$ cat config.mk
export PLATFORM = sky130hd
export DESIGN_NAME = stack_ctrl
export DESIGN_NICKNAME = d
export VERILOG_FILES = /design/src/rtl/cpu_pkg.sv /design/src/rtl/stack_ctrl.sv
export SDC_FILE = /design/constraint.sdc
export NUM_CORES = 1
export LEC_CHECK = 0
export ABC_AREA = 1
export CAP_MARGIN = 20
export CORE_UTILIZATION = 41
export DETAILED_ROUTE_END_ITERATION = 8
export GPL_TIMING_DRIVEN = 0
export MAX_ROUTING_LAYER = met4
export PLACE_DENSITY = 0.83
export SLEW_MARGIN = 5
export SYNTH_ARGS = -nofsm -noshare
export SYNTH_HDL_FRONTEND = slang
export SYNTH_SLANG_ARGS = --single-unit
$ cat constraint.sdc
create_clock -name clk -period 1.81 [get_ports clk]
set_input_delay 0.2715 -clock clk [delete_from_list [all_inputs] [get_ports clk]]
set_output_delay 0.2715 -clock clk [all_outputs]
set_load 0.02 [all_outputs]
$ cat src/rtl/cpu_pkg.sv
// Shared CPU encodings: stack/branch opcodes, register-bank SP ops, and stack controller FSM states.
// Latency: n/a (types and helpers only).
// Backpressure: n/a.
// Contents: op_e (PUSH/POP/CALL/RET), sp_op_e (NONE/INC/DEC), stk_state_e (IDLE/MEM/COMMIT),
//           op_is_push_like() helper.
package cpu_pkg;

    typedef enum logic [1:0] {
        OP_PUSH = 2'b00,
        OP_POP  = 2'b01,
        OP_CALL = 2'b10,
        OP_RET  = 2'b11
    } op_e;

    typedef enum logic [1:0] {
        SP_NONE = 2'b00,
        SP_INC  = 2'b01,
        SP_DEC  = 2'b10
    } sp_op_e;

    typedef enum logic [1:0] {
        ST_IDLE   = 2'b00,
        ST_MEM    = 2'b01,
        ST_COMMIT = 2'b10
    } stk_state_e;

    // PUSH and CALL both write below SP and decrement it; POP and RET read at SP and increment it.
    function automatic logic op_is_push_like(input op_e o);
        return (o == OP_PUSH) || (o == OP_CALL);
    endfunction

endpackage

$ cat src/rtl/stack_ctrl.sv
// Full-descending stack controller for PUSH/POP/CALL/RET: one memory access, then SP/reg/PC commit.
// Latency: start at N, memReq from N+1, ack at M, done at M+1, idle at M+2 (3 cycles minimum);
//          overflow/underflow errs at N+1, a missing ack errs after ACK_TIMEOUT request cycles.
// Backpressure: memReq is held until memAck; start is ignored (not queued) whenever busy.
// Ports: clk/reset (sync, active-high); start/op/srcData/dstReg/spIn request; memReq/memWe/memAddr/
//        memWData/memAck/memRData memory side; regWrite/regWriteData/write/stackOp register bank;
//        pcLoad/pcOut return target; busy/done/err status.
module stack_ctrl
    import cpu_pkg::*;
#(
    parameter logic [31:0] STACK_BASE  = 32'h0000_1000,
    parameter logic [31:0] STACK_LIMIT = 32'h0000_0800,
    parameter int          ACK_TIMEOUT = 15
) (
    input  logic        clk,
    input  logic        reset,
    input  logic        start,
    input  logic [1:0]  op,
    input  logic [31:0] srcData,
    input  logic [4:0]  dstReg,
    input  logic [31:0] spIn,
    output logic        memReq,
    output logic        memWe,
    output logic [31:0] memAddr,
    output logic [31:0] memWData,
    input  logic        memAck,
    input  logic [31:0] memRData,
    output logic [4:0]  regWrite,
    output logic [31:0] regWriteData,
    output logic        write,
    output logic [1:0]  stackOp,
    output logic        pcLoad,
    output logic [31:0] pcOut,
    output logic        busy,
    output logic        done,
    output logic        err
);

    localparam int               CNT_W    = $clog2(ACK_TIMEOUT + 1);
    // The last MEM cycle that may still see an ack: the counter is cleared on entry,
    // so this is the ACK_TIMEOUT-th request cycle.
    localparam logic [CNT_W-1:0] TMO_LAST = CNT_W'(ACK_TIMEOUT - 1);

    stk_state_e       r_state;
    stk_state_e       w_state_nxt;
    op_e              r_op;
    logic [31:0]      r_src;
    logic [31:0]      r_addr;
    logic [31:0]      r_rdata;
    logic [4:0]       r_dst;
    logic             r_we;
    logic             r_err;
    logic [CNT_W-1:0] r_cnt;

    logic             w_accept;
    logic             w_err_set;
    logic             w_push_like;
    logic             w_bound_hit;

    // The bound check looks at the live inputs in the accept cycle; those are exactly the
    // values being latched, so this equals a check on the latched SP one cycle earlier.
    assign w_push_like = op_is_push_like(op_e'(op));
    assign w_bound_hit = w_push_like ? (spIn == STACK_LIMIT) : (spIn == STACK_BASE);

    always_ff @(posedge clk) begin
        if (reset) begin
            r_state <= ST_IDLE;
        end else begin
            r_state <= w_state_nxt;
        end
    end

    always_comb begin
        w_state_nxt = r_state;
        w_accept    = 1'b0;
        w_err_set   = 1'b0;
        memReq      = 1'b0;
        busy        = 1'b0;
        done        = 1'b0;
        write       = 1'b0;
        pcLoad      = 1'b0;
        stackOp     = SP_NONE;
        case (r_state)
            ST_IDLE: begin
                if (start) begin
                    w_accept = 1'b1;
                    if (w_bound_hit) begin
                        w_err_set = 1'b1;
                    end else begin
                        w_state_nxt = ST_MEM;
                    end
                end
            end
            ST_MEM: begin
                busy   = 1'b1;
                memReq = 1'b1;
                // An ack in the final allowed cycle beats the timeout.
                if (memAck) begin
                    w_state_nxt = ST_COMMIT;
                end else if (r_cnt == TMO_LAST) begin
                    w_err_set   = 1'b1;
                    w_state_nxt = ST_IDLE;
                end
            end
            ST_COMMIT: begin
                busy        = 1'b1;
                done        = 1'b1;
                stackOp     = op_is_push_like(r_op) ? SP_DEC : SP_INC;
                // r0 is hardwired; a POP into it still moves SP but writes nothing.
                write       = (r_op == OP_POP) && (r_dst != 5'd0);
                pcLoad      = (r_op == OP_RET);
                w_state_nxt = ST_IDLE;
            end
            default: begin
                w_state_nxt = ST_IDLE;
            end
        endcase
    end

    always_ff @(posedge clk) begin
        if (reset) begin
            r_op    <= OP_PUSH;
            r_src   <= '0;
            r_addr  <= '0;
            r_rdata <= '0;
            r_dst   <= '0;
            r_we    <= 1'b0;
            r_err   <= 1'b0;
            r_cnt   <= '0;
        end else begin
            r_err <= w_err_set;
            if (w_accept) begin
                r_op   <= op_e'(op);
                r_src  <= srcData;
                r_dst  <= dstReg;
                r_we   <= w_push_like;
                r_addr <= w_push_like ? (spIn - 32'd4) : spIn;
                r_cnt  <= '0;
            end
            if (r_state == ST_MEM) begin
                if (memAck) begin
                    r_rdata <= memRData;
                end else begin
                    r_cnt <= r_cnt + 1'b1;
                end
            end
        end
    end

    assign memWe        = r_we;
    assign memAddr      = r_addr;
    assign memWData     = r_src;
    assign regWrite     = r_dst;
    assign regWriteData = r_rdata;
    assign pcOut        = r_rdata;
    assign err          = r_err;

endmodule
==> results.yml <==
critical_path:
  reg2reg_from: "r_state[0]"
  r2r_slack_ns: 0.15
  crit_arrival_ns: 1.50
  critical_path.top_delay_family: "simple AND/OR/NAND/NOR gates"
  crit_start: "regWrite[1]"
  critical_path_peak_fanout: 3
  required_ns: 1.54
  crit_path_end_kind: "output pin"
  worstSetupPathType: "reg2out"
  critPathBufInv: 2
  slowest_delay_ns: 0.39
  reg2reg_depth: 7
  cp_num_cells: 4
  endpoint: "write"
  slowest_stage: "or3_4"
  rr_endpoint: "memAddr[13]"
  cp-start-kind: "flop"
  path_cells: "or3_4, o311ai_2, inv_1, buf_2"
cells_and_area:
  design_area_um2: 8200
  mostFrequentLayoutCell: "clkdlybuf4s50_1"
  area_growth_pct: 57.51
  finalNonFillerCells: 1154
  final_nets: 1096
  final_layout_size_suffix_gt1_frac: 0.1136
  layout_common_cells: "clkdlybuf4s50_1 (238), nor2_1 (198), dfxtp_1 (110)"
  n_antenna_cell: 0
synthesis:
  syn_nets: 836
  avgSynthCellArea_um2: 7.211
  netlist_instances: 722
  synth_ff_type: "dfxtp_1"
  yosysSeqAreaShare: 0.4268
  syn_area_um2: 5206
  async_reset_ff_frac: 0
  synth_edf_count: 0
  yosys_warnings: 0
  ys_seq_elements: 111
  yosysUniqueCellTypes: 37
floorplan:
  rows: 40
  coreArea_um2: 12210
  dieWidth_um: 114.7
  ios: 249
  die_area_um2: 13150
  die_y_um: 114.7
  floorplan.initialDensity: 0.4263
global_route:
  grt_pass1_vias: 4932
  use_met1: 0.3080
  grt_use_met3: 0.04129
  grt_overflow: 0
  antenna_found_initial: 0
  top_usage_layer: "met2"
  grt_max_degree: 18
  grt_pass1_wl_mm: 24.83
  grt_util_all_layers: 0.2519
  met2_usage: 0.4170
flow_run:
  max-cap-violations: 0
timing:
  finalWorstSetupSlack_ns: 0.03359
  post-route-min-period_ns: 1.776
  rsz0062_at_grt: "true"
  min_period_over_period: 0.9814
  setup_viol_count_final: 0
  final_max_slew_viol_count: 0
  hold_violations: 0
  max_slew.worst_pin.slew_ns: 0.6262
  fmax_mhz: 562.9
  slew_headroom: 0.5825
  clock_skew_ns: 0.006219
routing:
  vias: 5529
  drc: 0
  routedWlPerCell_um: 14.33
  drt_pass1_iterations: 5
  vias_per_cell: 4.791
  detail-route-antenna-nets: 0
  totalWireLength_mm: 16.53
  drtIter0Drc: 357
power_and_ir_drop:
  ir_worst_vdd_uv: 448.4
  power.density_nw_per_um2: 888.8
  total_leakage_power_nw: 3.332
clocking:
  cts_max_level: 3
  path_clk_slew_ns: 0.07
  clock_path_buffers: 2
  numCtsBuffers: 9
  root_buffer: "clkbuf_16"
  cts_tree: "done"
  cts_sinks: 111
  clkLatencyLatePin_ns: 0.35
  ctsHoldBuffers: 0
place:
  dpl_worst_slack_ns: -0.3919
  dp_cells: 1136
  gp_congestion: 0.8870
  port_buffers: 246
  dpl_cell_area_um2: 7879
  dpl.hpwl_mm: 12.80
status:
  status: "completed"
hold_path:
  min_path_type: "in2reg"
-- routing by layer --
layer	wire length [µm]	part of all wire	vias to the layer above
met5	0	0	-
met4	389	0.024	0
met3	1061	0.064	31
met2	7939	0.48	218
met1	7142	0.43	2487
li1	-	-	2793
-- logic make-up after synthesis --
| family | synth area share |
|---|---|
| AOI/OAI and AO/OA | 0.1444 |
| xor gates and xnor gates | 0.03028 |
| adders and majority gates | 0.01682 |
| buffers and inverters | 0.1139 |
| DFF | 0.4268 |
| and+or+nand+nor | 0.2677 |
-- synth_stat cells (2+ instances only) --
library cell  instances  share of area
clkbuf_1             28          0.020
buf_2                 6         0.0058
xor2_1               13          0.022
buf_4                32          0.046
nand4_1               6         0.0072
ha_1                  7          0.017
o211ai_1              3         0.0043
and3_1                2         0.0024
nor3_1                4         0.0038
nor3_2                4         0.0077
nand2_1              69          0.050
a21oi_2               3         0.0050
nand2_2               6         0.0072
or2_1                 2         0.0024
a211oi_1              2         0.0029
inv_1                43          0.031
nor2_1              198           0.14
nand3_1              13          0.012
a31oi_1               2         0.0024
inv_2                12         0.0087
dfxtp_1             111           0.43
nor2_4                6          0.013
nor2_2                6         0.0072
o21ai_1              12          0.012
a21oi_1              24          0.023
xnor2_1               5         0.0084
o21ai_0              93          0.089
-- how the worst min path moves through the flow --
stage               startpoint    endpoint  cells past startpoint
global route             op[0]     r_op[0]                      3
finish                   op[0]     r_op[0]                      3
floorplan              spIn[7]  memAddr[7]                      2
CTS                      op[0]     r_op[0]                      3
detailed placement  memAddr[3]  memAddr[3]                      2
global placement    memAddr[3]  memAddr[3]                      2
-- timing repair --
item                                    4_1_cts  5_1_grt
buffers inserted                              0        3
pin swaps                                     0        1
endpoints found under the setup margin       19       41
resized for setup                            14       30
endpoints found under the hold margin         0        0
-- worst min-delay path, stage by stage --
cell and delay, ns:
buf_6 0.13, nor2_1 0.07, nor2_1 0.09
-- cell type report --
class / instances / area [µm²]
inverter: 55 / 206.4
clock inverter: 4 / 31.28
multi-input combinational: 489 / 2412
timing repair buffer: 249 / 2474
clock buffer: 11 / 232.7
sequential: 111 / 2223
buffer: 67 / 410.4
tap: 168 / 210.2
fill: 1059 / 4011
-- sequential cells by signal (all words and copies together) (netlist names) --
name	flops
r_cnt	4
r_state	2
r_op	2
pcOut	32
memAddr	32
memWData	32
err	1
regWrite	5
memWe	1
-- per-stage QoR --
stage               setup TNS, ns  hold slack (ns)  total power, mW    util
CTS                       -0.1251           0.2355            7.301  0.6666
finish                          0           0.2531            7.289  0.6715
global route             -0.01510           0.2896            7.664  0.6715
detailed placement         -5.472           0.4568            5.452  0.6452
global placement           -4.471           0.4557            5.414  0.6452
floorplan                       0           0.4171            4.232       -
-- power breakdown --
group,internal [mW],switching (mW)
registers,2.74,0.178
logic,1.19,1.31
clock network,0.935,0.935
Note: power is estimated with default switching activity, not from simulation.
